### config.mk
export PLATFORM = sky130hd
export DESIGN_NAME = bcd_up_counter_2d
export DESIGN_NICKNAME = d
export VERILOG_FILES = /design/src/rtl/bcd_up_counter_2d.sv
export SDC_FILE = /design/constraint.sdc
export NUM_CORES = 1
export LEC_CHECK = 0
export BUFFER_PORTS_ARGS = -buffer_cell sky130_fd_sc_hd__buf_2
export CORE_MARGIN = 1
export CORE_UTILIZATION = 40
export DETAILED_ROUTE_END_ITERATION = 10
export HOLD_SLACK_MARGIN = 0.02
export PLACE_DENSITY_LB_ADDON = 0.3
export REMOVE_ABC_BUFFERS = 1
export SYNTH_ARGS = -nofsm -noshare
export SYNTH_HDL_FRONTEND = slang
export SYNTH_SLANG_ARGS = --single-unit
export TNS_END_PERCENT = 30
### constraint.sdc
create_clock -name clk -period 1.55 [get_ports clk]
set_clock_uncertainty 0.1 [all_clocks]
set_input_delay 0.155 -clock clk [delete_from_list [all_inputs] [get_ports clk]]
set_output_delay 0.155 -clock clk [all_outputs]
set_load 0.1 [all_outputs]
### src/rtl/bcd_up_counter_2d.sv
// Two-digit BCD up-counter with a start/stop push-button FSM (IDLE/RUN/STOP),
// synchronous clear and a one-cycle carry pulse on wrap at {MAX_TENS,MAX_UNITS}.
module bcd_up_counter_2d #(
  parameter logic [3:0] MAX_TENS  = 4'd9,
  parameter logic [3:0] MAX_UNITS = 4'd9
) (
  input  logic       clk,
  input  logic       r,
  input  logic       start_stop,
  input  logic       tick,
  input  logic       clr,
  output logic [3:0] out_units,
  output logic [3:0] out_tens,
  output logic       carry,
  output logic       running
);

  typedef enum logic [1:0] {
    IDLE = 2'd0,
    RUN  = 2'd1,
    STOP = 2'd2
  } state_t;

  logic       s1_q, s2_q, s3_q;
  logic [1:0] warm_q;
  state_t     state_q, state_d;
  logic [3:0] units_q, units_d;
  logic [3:0] tens_q, tens_d;
  logic       carry_q, carry_d;
  logic       running_q, running_d;
  logic       ss_edge;
  logic       at_term;

  // s3 holds a genuine sample only from the third clk after reset release;
  // before that its reset zero would fake an edge for a button held through r.
  assign ss_edge = s2_q & ~s3_q & (warm_q == 2'd3);
  assign at_term = (tens_q == MAX_TENS) && (units_q == MAX_UNITS);

  always_comb begin
    // NOTE: every output of this block gets a default first, so no path can infer a latch.
    state_d = state_q;
    units_d = units_q;
    tens_d  = tens_q;
    carry_d = 1'b0;
    if (clr) begin
      state_d = IDLE;
      units_d = 4'd0;
      tens_d  = 4'd0;
    end else begin
      // Tick is judged against the pre-transition state.
      if (state_q == RUN && tick) begin
        if (at_term) begin
          units_d = 4'd0;
          tens_d  = 4'd0;
          carry_d = 1'b1;
        end else if (units_q == 4'd9) begin
          units_d = 4'd0;
          tens_d  = tens_q + 4'd1;
        end else begin
          units_d = units_q + 4'd1;
        end
      end
      if (ss_edge) begin
        case (state_q)
          IDLE:    state_d = RUN;
          RUN:     state_d = STOP;
          STOP:    state_d = RUN;
          default: state_d = IDLE;
        endcase
      end
    end
    running_d = (state_d == RUN);
  end

  // NOTE: non-blocking assignments so every flop samples pre-edge values,
  // which is what makes the s1->s2->s3 chain a true shift register.
  always_ff @(posedge clk or posedge r) begin
    if (r) begin
      s1_q      <= 1'b0;
      s2_q      <= 1'b0;
      s3_q      <= 1'b0;
      warm_q    <= 2'd0;
      state_q   <= IDLE;
      units_q   <= 4'd0;
      tens_q    <= 4'd0;
      carry_q   <= 1'b0;
      running_q <= 1'b0;
    end else begin
      s1_q      <= start_stop;
      s2_q      <= s1_q;
      s3_q      <= s2_q;
      if (warm_q != 2'd3) warm_q <= warm_q + 2'd1;
      state_q   <= state_d;
      units_q   <= units_d;
      tens_q    <= tens_d;
      carry_q   <= carry_d;
      running_q <= running_d;
    end
  end

  assign out_units = units_q;
  assign out_tens  = tens_q;
  assign carry     = carry_q;
  assign running   = running_q;

endmodule

After elaboration in Yosys (flattened, before gate mapping)
Index checks and enable logic that the tools add are counted.

Flip-flop bits (word level): 17. Input port bits: 5. Output and inout port bits: 10. Word-level logic and storage cells: 43.

Add/subtract/negate cells: 3. Equal/unequal tests: 7. Multiplexer cells: 14. Bitwise gates (word level): 3. Reductions and logical operators: 7.

Operators with widths (count): $mux 4 (8); $add 4x1->4 const B (2); $eq 4x4->1 const B (2); $eq 2x1->1 const B (2); $eq 2x2->1 const B (2); $mux 2 (2); $pmux 2 s2 (1); $mux 1 (3); $reduce_bool 3->1 (1); $add 2x1->2 const B (1); $and 1x1->1 (2); $logic_and 1x1->1 (2); $logic_not 2->1 (1); $ne 2x2->1 const B (1); $reduce_and 2->1 (1); $reduce_bool 2->1 (1); $reduce_or 2->1 (1); $not 1->1 (1).

Longest topological paths before layout
Word-level depth: 6. Gate-level depth with buffers: 5. Gate-level depth less buffers: 5.

Least setup slack after synthesis
OpenSTA, ideal clock, no wires.

Path type: reg2reg. Start: register units_q[1], in the netlist out_units[1]. End: register units_q[1], in the netlist out_units[1]. Setup time: 0.078 ns. Arrival: 1.907 ns. Required time: 1.372 ns. Setup slack: -0.535 ns. Cell stages (with the launch flop): 6. Buffers on the path: 0. Cell sequence: dfrtp_1 -> inv_1 -> ha_1 -> and3b_1 -> or3_1 -> a21oi_1.

Longest elaborated chain between the ends: 5. Elaborated cells on any way between the ends: 7. Classes of those cells: add/sub (1); eq/ne (1); mux (4); reduce/logical (1).

Ends and longest elaborated chain: start, declared (RTL line 27) `logic [3:0] units_q, units_d;`; start signal, assigned (RTL line 94) `units_q <= units_d;`; $add 4x1->4 or $eq 4x4->1 (tied branches) (RTL line 60, 37, 56); $mux 4 or $logic_and 1x1->1 (tied branches) (RTL line 56, 37); $mux 4 (*) (RTL line 52) `if (at_term) begin`; $mux 4 (*) (RTL line 51) `if (state_q == RUN && tick) begin`; $mux 4 (*) (RTL line 45) `if (clr) begin`.

Mark *: on every way between the ends. The rest lies on a longest branch, timed or not. The select of a mux whose other input is x is not followed. A chain may end at the register's enable or synchronous reset.

Worst setup path in the final report
Start: register warm_q[0]. End: register running_q, in the netlist running.

Longest elaborated chain between the ends: 5.

Ends and longest elaborated chain: start, declared (RTL line 25) `logic [1:0] warm_q;`; start signal, assigned (RTL line 92) `if (warm_q != 2'd3) warm_q <= warm_q + 2'd1;`; $eq 2x2->1 (RTL line 36) `assign ss_edge = s2_q & ~s3_q & (warm_q == 2'd3);`; $and 1x1->1 (RTL line 36); $mux 2 (RTL line 63) `if (ss_edge) begin`; $mux 2 (RTL line 45); $eq 2x1->1 (RTL line 72) `running_d = (state_d == RUN);`; net running_d (RTL line 30) `logic running_q, running_d;`; end signal, assigned (RTL line 97) `running_q <= running_d;`; end, declared (RTL line 30).

The timed path passes the listed nets, and every way through them passes these cells.

==> flow_summary_export.csv <==
group,metric,value,unit
outcome,status,"finished, final reports clean",
placement,post-place-ws,0.0396,ns
drt,drtAntennaViolNets,0,
setup_path,cpPeakStageDelay,0.38,ns
finish,multiInputGateArea,384,um^2
global_routing,grt_pass1_wl,2390,um
setup_path,timing.rr.end,"running$_DFF_PP0_",
drt,wl_per_cell,12.0,um
timing,tns,0,ns
floorplan,io_pins,15,
finish,areaGrowthSynthToFinish,23.4,%
finish,fill_cells,208,
power,p_sw_share,26.2,%
drt,wirelength,1550,um
clocking,clock_tree.buffer_depth,2,
finish,nets,113,
setup_path,end_kind,"register",
timing,drv_slew,0,
floorplan,initial_utilization,43.0,%
timing,fin_ws,0.0577,ns
floorplan,dieHeight,47.9,um
synthesis,yosysSeqAreaShare,50.4,%
power,combPwrFrac,12.4,%
finish,final_cell_area,1040,um^2
hold_path,worst_hold_path.endpoint,"out_units[0]$_DFFE_PP0P_",
synthesis,syn_area,843,um^2
setup_path,worstPathCellList,"ha_2, nand3b_1, buf_4, a2111oi_2",
synthesis,yosysUniqueCellTypes,32,
floorplan,coreArea,1960,um^2
setup_path,r2r_slack,0.06,ns
placement,dp.final_hpwl,1140,um
finish,final_core_util,53.1,%
setup_path,arrival,1.57,ns
timing,finalHoldViolCount,0,
finish,layout-drive-gt1-share,32.4,%
clocking,cts.sinks,17,
global_routing,grt_max_degree,18,
clocking,cts_tree,"built",
synthesis,async_reset_ff_share,100,%
power,power_density,756,nW/um^2
setup_path,cp_slowest_cell,"dfrtp_1",
clocking,clkLatencyLatePin,0.28,ns
global_routing,antenna_found_initial,0,
clocking,cts-htree-levels,1,
power,seq_power_share,58.5,%
clocking,cts_root_buf,"clkbuf_4",
finish,antenna_cells,0,
power,switchingPower,0.000207,W
setup_path,worst-path-max-fanout,3,
timing,setup_viol,0,
setup_path,r2r_start,"warm_q[0]$_DFFE_PP0P_",
drt,drt_first_pass_iters,4,
setup_path,start_kind,"register",
hold_path,whs_path_depth,2,
timing,fin_crit_sh,96.3,%
placement,place_congestion,0.724,
clocking,clk_pin_slew,0.09,ns
setup_path,critical_path_class,"register to register",
setup_path,path_buf_inv,1,
global_routing,grt_pass1_vias,584,
clocking,numCtsBuffers,3,
timing,fin_crit,1.49,ns
drt,drtIter0Drc,4,
drt,vias_per_cell,5.23,
power,p_int,0.000581,W
synthesis,synth_edf_count,0,
hold_path,min_path_type,"input pin to register",
setup_path,critPathTopFamily,"flip-flops",
hold_path,worstHoldStart,"clr",
power,total_power,0.000787,W
global_routing,grt_overflow_total,0,
setup_path,reg2reg_depth,4,
timing,slew_headroom,67.9,%
placement,numPortBuffers,14,
floorplan,rows,16,
drt,route.detailed.drc,0,
power,clock_power_share,29.0,%
timing,fmax,670,MHz
global_routing,track_usage,15.9,%
power,vdd.ir_drop.worst,468,uV
floorplan,die_area,2300,um^2
timing,worst_pin_slew,0.485,ns
placement,post_dp_cell_area,970,um^2
power,p_leak,0.473,nW
synthesis,ys_warn_count,0,
finish,regArea,427,um^2
floorplan,die_x,47.9,um
job,max_cap_violations,0,
drt,via_count,675,
synthesis,dominantRegCellSynth,"dfrtp_1",
setup_path,cp.required,1.63,ns
synthesis,yosys_register_bits,17,
synthesis,syn-instance-count,77,
synthesis,avgSynthCellArea,11.0,um^2
[cells by family (layout without fill, tap and decap cells)]
family          count (synthesis)  after routing  share of synthesized area, %
flops                          17             17                          50.4
xor+xnor                        2              2                          2.08
simple gates                   26             26                          21.4
fa+ha+maj                       5              5                          7.42
compound gates                 17             17                          12.5
buf+inv                         9             34                          4.90
mux                             1              1                          1.34
[stage by stage]
step,hold WS (ns),instances
global route,0.115,129
floorplan,-0.0189,75
detailed placement,0.0754,121
finish,0.105,129
CTS,0.0943,127
global placement,0.0764,121
[how the worst max path moves through the flow]
stage          depth (start not counted)                        to  slack (ns)                     start
2_1_floorplan                          5  out_units[1]$_DFFE_PP0P_       -0.53  out_units[1]$_DFFE_PP0P_
3_3_place_gp                           4         running$_DFF_PP0_        0.13     warm_q[0]$_DFFE_PP0P_
3_5_place_dp                           4         running$_DFF_PP0_        0.04     warm_q[0]$_DFFE_PP0P_
4_1_cts                                4         running$_DFF_PP0_        0.02     warm_q[0]$_DFFE_PP0P_
5_1_grt                                4         running$_DFF_PP0_       -0.04     warm_q[0]$_DFFE_PP0P_
6_report                               4         running$_DFF_PP0_        0.06     warm_q[0]$_DFFE_PP0P_
[synthesized netlist by cell type (2+ instances only)]
| cell type | count | area [um^2] |
|---|---|---|
| nor2_1 | 2 | 7.51 |
| or3_1 | 3 | 18.8 |
| nand3_1 | 2 | 10.0 |
| inv_1 | 7 | 26.3 |
| o21ai_0 | 3 | 15.0 |
| a21oi_1 | 7 | 35.0 |
| nand3b_1 | 3 | 22.5 |
| ha_1 | 5 | 62.6 |
| nand2_1 | 4 | 15.0 |
| dfrtp_1 | 17 | 425 |
| nand4b_1 | 2 | 17.5 |
| nand4_1 | 2 | 12.5 |
[registers in the layout (all words and copies together), names as in the netlist]
name / flops
out_tens: 4
out_units: 4
state_q: 2
warm_q: 2
carry: 1
running: 1
s1_q: 1
s2_q: 1
s3_q: 1
[power by group through the flow]
stage           logic, W  clock network [W]  registers, W
2_1_floorplan  0.0000291                  0      0.000499
3_3_place_gp   0.0000883                  0      0.000469
3_5_place_dp   0.0000889                  0      0.000470
4_1_cts        0.0000927           0.000239      0.000461
5_1_grt         0.000106           0.000254      0.000462
6_report       0.0000977           0.000229      0.000461
[timing repair]
item,CTS,global route
endpoints found under the hold margin,18,0
buffers inserted,0,2
hold buffers,2,0
setup endpoints to repair,0,2
gates resized for setup,0,3
[per-layer routing]
layer  track usage, %  part of all wire (%)  wire length, um  up-vias
li1                 -                     -                -      326
met1             18.0                    43              662      335
met2             24.9                    52              812       12
met3             5.28                   3.5               54        2
met4             11.7                   1.3               20        0
met5                0                     0                0        -
[cell usage in the layout (no fill, tap or decap), types with 2 or more instances in the layout]
cell	Yosys	layout
inv_1	7	7
nand3_1	2	2
a21oi_1	7	7
o21ai_0	3	3
dfrtp_1	17	16
buf_2	0	14
nand3b_1	3	3
dlygate4sd3_1	0	2
buf_4	0	7
ha_1	5	4
nand4_1	2	2
clkbuf_4	0	3
nand2_1	4	4
nand4b_1	2	2
nor2_1	2	2
or3_1	3	3
[layout make-up]
class | instances | area share, %
sequential | 17 | 41.0
multi-input combinational | 51 | 36.9
timing repair buffer | 23 | 13.7
tap | 27 | 3.25
inverter | 7 | 2.52
clock buffer | 3 | 2.16
clock inverter | 1 | 0.481
Note: power is estimated with default switching activity, not from simulation.
